## config.mk

```make
export PLATFORM = sky130hd
export DESIGN_NAME = regfl_arb2
export DESIGN_NICKNAME = d
export VERILOG_FILES = /design/src/rtl/regfl_arb2.sv
export SDC_FILE = /design/constraint.sdc
export NUM_CORES = 1
export LEC_CHECK = 0
export BUFFER_PORTS_ARGS = -buffer_cell sky130_fd_sc_hd__buf_2
export CORE_AREA = 3 3 83 46
export CTS_CLUSTER_DIAMETER = 40
export DETAILED_ROUTE_END_ITERATION = 10
export DIE_AREA = 0 0 86 49
export GPL_ROUTABILITY_DRIVEN = 0
export GPL_TIMING_DRIVEN = 0
export HOLD_SLACK_MARGIN = 0.05
export PLACE_DENSITY = 0.76
export SYNTH_ARGS = -nofsm -noshare
export SYNTH_HDL_FRONTEND = slang
export SYNTH_SLANG_ARGS = --single-unit
```

## constraint.sdc

```tcl
create_clock -name clk -period 1.35 [get_ports clk]
set_input_delay 0.0675 -clock clk [delete_from_list [all_inputs] [get_ports clk]]
set_output_delay 0.0675 -clock clk [all_outputs]
set_load 0.02 [all_outputs]
```

## src/rtl/regfl_arb2.sv

```systemverilog
// regfl_arb2: two-client arbiter in front of an external 4x8 register file.
// Each accepted access takes two cycles. The handshake happens in an IDLE
// cycle, and the register file is driven in the ACCESS cycle that follows.
// Read data is captured at the end of ACCESS and presented with a one-cycle
// rvalid pulse on the owning client's port.
//
// Build option: define REGFL_ARB_RR_EN for round-robin arbitration. The default
// build uses fixed priority, with client 0 winning ties.
//
// state  | meaning
// IDLE   | accepting requests; grants are combinational from req0/req1
// ACCESS | latched access drives the register file ports; no grants
module regfl_arb2 (
    input  logic       clk,
    input  logic       rst_n,
    input  logic       req0,
    input  logic       req1,
    input  logic       we0,
    input  logic       we1,
    input  logic [1:0] addr0,
    input  logic [1:0] addr1,
    input  logic [7:0] wdata0,
    input  logic [7:0] wdata1,
    output logic       gnt0,
    output logic       gnt1,
    output logic       rvalid0,
    output logic       rvalid1,
    output logic [7:0] rdata0,
    output logic [7:0] rdata1,
    output logic       wr_e,
    output logic [1:0] wr_addr,
    output logic [7:0] wr_data,
    output logic [1:0] rd_addr,
    input  logic [7:0] rd_data
);

    typedef enum logic {
        IDLE   = 1'b0,
        ACCESS = 1'b1
    } state_t;

    state_t     state;
    logic       owner;
    logic       lat_we;
    logic [1:0] lat_addr;
    logic [7:0] lat_wdata;
    logic       win1;
    logic       hs;

`ifdef REGFL_ARB_RR_EN
    // Preferred client on a tie; toggles after every handshake
    logic       ptr;
`endif

    // Winner selection: on a tie the preferred client wins, otherwise the lone requester wins
    always_comb begin
        win1 = 1'b0;
`ifdef REGFL_ARB_RR_EN
        if (req0 && req1) begin
            win1 = ptr;
        end else begin
            win1 = req1;
        end
`else
        win1 = req1 && !req0;
`endif
    end

    // A handshake is possible in any IDLE cycle that has a requester.
    // Gating with rst_n holds the grants low while reset is applied.
    assign hs   = (state == IDLE) && (req0 || req1);
    assign gnt0 = rst_n && hs && !win1;
    assign gnt1 = rst_n && hs && win1;

    // Register file ports follow the latched access; writes are enabled only in ACCESS
    assign wr_e    = (state == ACCESS) && lat_we;
    assign wr_addr = lat_addr;
    assign rd_addr = lat_addr;
    assign wr_data = lat_wdata;

    // FSM: latch the winning request, run the access, capture read data for its owner
    always_ff @(posedge clk or negedge rst_n) begin
        if (!rst_n) begin
            state     <= IDLE;
            owner     <= 1'b0;
            lat_we    <= 1'b0;
            lat_addr  <= 2'd0;
            lat_wdata <= 8'h00;
            rvalid0   <= 1'b0;
            rvalid1   <= 1'b0;
            rdata0    <= 8'h00;
            rdata1    <= 8'h00;
`ifdef REGFL_ARB_RR_EN
            ptr       <= 1'b0;
`endif
        end else begin
            rvalid0 <= 1'b0;
            rvalid1 <= 1'b0;
            unique case (state)
                IDLE: begin
                    if (hs) begin
                        owner     <= win1;
                        lat_we    <= win1 ? we1 : we0;
                        lat_addr  <= win1 ? addr1 : addr0;
                        lat_wdata <= win1 ? wdata1 : wdata0;
                        state     <= ACCESS;
`ifdef REGFL_ARB_RR_EN
                        ptr       <= ~ptr;
`endif
                    end
                end
                ACCESS: begin
                    // rd_data is combinational from rd_addr and is stable by the end of ACCESS
                    if (!lat_we) begin
                        if (owner) begin
                            rvalid1 <= 1'b1;
                            rdata1  <= rd_data;
                        end else begin
                            rvalid0 <= 1'b1;
                            rdata0  <= rd_data;
                        end
                    end
                    state <= IDLE;
                end
            endcase
        end
    end

    // Sanity properties on the client-facing handshake
    a_gnt_onehot: assert property (@(posedge clk) disable iff (!rst_n) !(gnt0 && gnt1));
    a_rvalid_onehot: assert property (@(posedge clk) disable iff (!rst_n) !(rvalid0 && rvalid1));
    a_access_one_cycle: assert property (@(posedge clk) disable iff (!rst_n)
        (state == ACCESS) |=> (state == IDLE));

endmodule

```

==> results.cfg <==
[run_status]
status = complete, but fails checks
violations = negative hold slack, negative setup slack

[floorplan]
dieArea_um2 = 4210
boundaryPins = 67
fp.dieH_um = 49
core-area_um2 = 3030
die_w_um = 86
start_util_pct = 45.9
rows = 14

[synthesis]
synthDistinctLibCells = 23
synth_common_cells = dfrtp_1, mux2_2, inv_1
async_flop_share_pct = 100
synth_largest_area_cell = dfrtp_1
netlist_instances = 105
synth.area.top_cells = dfrtp_1, mux2_2, nor4b_1
synth_edf_count = 0
yosys.area.top_type_share_pct = 55.8
synth-main-ff-cell = dfrtp_1
synth_seq_cells = 31
yosysSeqAreaShare_pct = 55.8
yosysWarningCount = 0
yosysMostFrequentCell = dfrtp_1
syn_nets = 139
synth_area_um2 = 1390
avgSynthCellArea_um2 = 13.2

[routing]
top_signal_layer_used = met4
drc_errors = 0
met2_length_um = 1710
via_per_inst = 4.97
wl_met3_um = 213
postRouteAntennaNets = 0
routedWlPerCell_um = 14.8
postRouteWirelength_um = 3390
drtIter0Drc = 18
wl_met1_um = 1430
drtPass1Iterations = 4
num_vias = 1138

[clock_network]
cts_buffers = 5
clkTransAtPathRegs_ns = 0.06
cts_sinks = 31
clk_latency_ns = 0.27
htree_levels = 2
clock-root-buffer = clkbuf_8
cts-hold-fix-buffers = 8
cts_tree = yes
clk_path_buf_depth = 2

[timing]
hold_viol = 31
finalSetupTns_ns = -0.103
rsz0062_at_grt = true
post-route-min-period_ns = 1.40
finalWorstSetupSlack_ns = -0.0481
finClkSkew_ns = 0.00503
tightestPinTransition_ns = 0.702
slew_headroom_pct = 53.2
whs_ns = -0.161
slew_violations = 0
fin_crit_sh_pct = 104
finalSetupViolCount = 3
fmax_mhz = 715

[final_layout]
layout.cells.non_filler = 229
final_area_um2 = 2080
antenna_cells = 0
area_delta_synth_final_pct = 49.3
n_fill_cell = 226
final_nets = 223
regArea_um2 = 776
multi_input_area_um2 = 611
drive_gt1_share_pct = 61.9
utilization_pct = 68.5

[pwr]
power_frac_comb_pct = 39.5
p_int_uw = 2250
switching_share_pct = 36.0
p_leak_uw = 0.00101
power_frac_clock_pct = 20.5
power_density_nw_per_um2 = 1690
switchingPower_uw = 1260
vdd.ir_drop.worst_mv = 0.969
seqPwrFrac_pct = 39.9

[worst_setup_path]
reg2reg_setup_slack_ns = -0.01
reg2reg_depth = 5
crit_path_start_kind = flop
critPathKind = reg2out
required_ns = 1.28
timing.rr.end = wr_data[4]$_DFFE_PN0P_
r2r-start = state$_DFF_PN0_
arrival_ns = 1.33
critPathCaptureType = output pin
cp_max_fo = 10

[place]
post-dp-hpwl_um = 2280
port_buffers = 66
place_area_um2 = 1780
place_inst = 211

[global_route]
antenna_found_initial = 0
first_global_vias = 1182
grt_pass1_wl_um = 5500
grt_use_total_pct = 16.7
overflow = 0
grt_max_degree = 34

[job]
maxCapViolations = 0

[hold_path]
hp-class = in2async
## cell type report
cell class	count	share of cell area, %
well taps	40	2.41
repair buffers	77	21.1
flip-flops and latches	31	37.4
plain buffers	9	3.68
clock inverters	1	0.241
inverters	10	1.81
multi-input cells	55	29.4
clock buffers	6	3.98
## critical path, stage by stage, from the launching register on
cell,delay [ns]
dfrtp_1,0.38
buf_6,0.13
clkbuf_4,0.18
and3b_1,0.22
buf_4,0.14
## placed cells by master (no fill, tap or decap)
cell type	synthesis	layout
buf_2	1	64
dfrtp_1	31	31
mux2_2	16	16
inv_1	9	9
buf_4	3	8
nor3b_1	8	8
dlygate4sd3_1	0	8
a211oi_1	8	7
nor4b_2	0	6
clkbuf_8	0	6
or4b_1	3	3
o221a_2	3	3
buf_6	2	2
nor4b_4	0	2
o21bai_2	1	1
inv_2	1	1
clkbuf_4	0	1
clkbuf_2	1	1
and3b_1	1	1
nor3b_2	1	1
and2_1	1	1
buf_8	0	1
clkbuf_1	2	1
nor4bb_4	0	1
nand3b_4	0	1
nor2b_1	1	1
nand2b_1	1	1
o21a_1	1	1
a211oi_2	0	1
clkinv_2	0	1
## sequential cells by signal, summed over array words and instances (netlist names)
register	cells
rdata1	8
rvalid0	1
rdata0	8
rvalid1	1
state	1
lat_we	1
owner	1
wr_data	8
rd_addr	2
## kinds of logic (layout without fill, tap and decap cells)
logic type,count (synthesis),in the layout,share of synthesized area [%]
buffers and inverters,19,103,7.20
flip-flops,31,31,55.8
multiplexers,16,16,13.0
AO/OA/AOI/OAI,13,13,8.10
AND/OR/NAND/NOR,26,26,15.9
## repair_timing
action                                  CTS  global route
endpoints found under the hold margin    47            31
buffers inserted                          2             1
pin swaps                                 4             0
gates resized for setup                   8            12
endpoints found under the setup margin    3            20
## worst max-delay path by stage
stage | depth (start not counted) | end | slack [ns] | startpoint
2_1_floorplan | 3 | gnt1 | 0.1 | state$_DFF_PN0_
3_3_place_gp | 3 | gnt1 | 0.09 | rst_n
3_5_place_dp | 4 | wr_data[0]$_DFFE_PN0P_ | 0.06 | state$_DFF_PN0_
4_1_cts | 4 | gnt1 | -0.06 | state$_DFF_PN0_
5_1_grt | 4 | gnt1 | -0.12 | state$_DFF_PN0_
6_report | 4 | gnt0 | -0.05 | state$_DFF_PN0_
## layer usage
metal | global-route usage [%] | vias up
met1 | 20.4 | 549
met2 | 28.1 | 38
met3 | 5.06 | 4
met5 | 0 | -
li1 | - | 547
met4 | 5.79 | 0
## stage by stage
step	hold WS [ns]	power [uW]	worst slack, ns
5_1_grt	-0.106	3730	-0.117
6_report	-0.161	3520	-0.0481
3_3_place_gp	0.141	2690	0.0944
4_1_cts	-0.139	3510	-0.0616
3_5_place_dp	0.160	2730	0.0624
2_1_floorplan	-0.228	2240	0.0995
## power by group through the flow
| stage | Sequential [uW] | Combinational [uW] | Clock [uW] |
|---|---|---|---|
| after floorplan | 1800 | 440 | 0 |
| after global placement | 1400 | 1300 | 0 |
| after detailed placement | 1420 | 1320 | 0 |
| after CTS | 1400 | 1360 | 742 |
| after global routing | 1450 | 1490 | 796 |
| final | 1410 | 1390 | 722 |
Note: power is estimated with default switching activity, not from simulation.
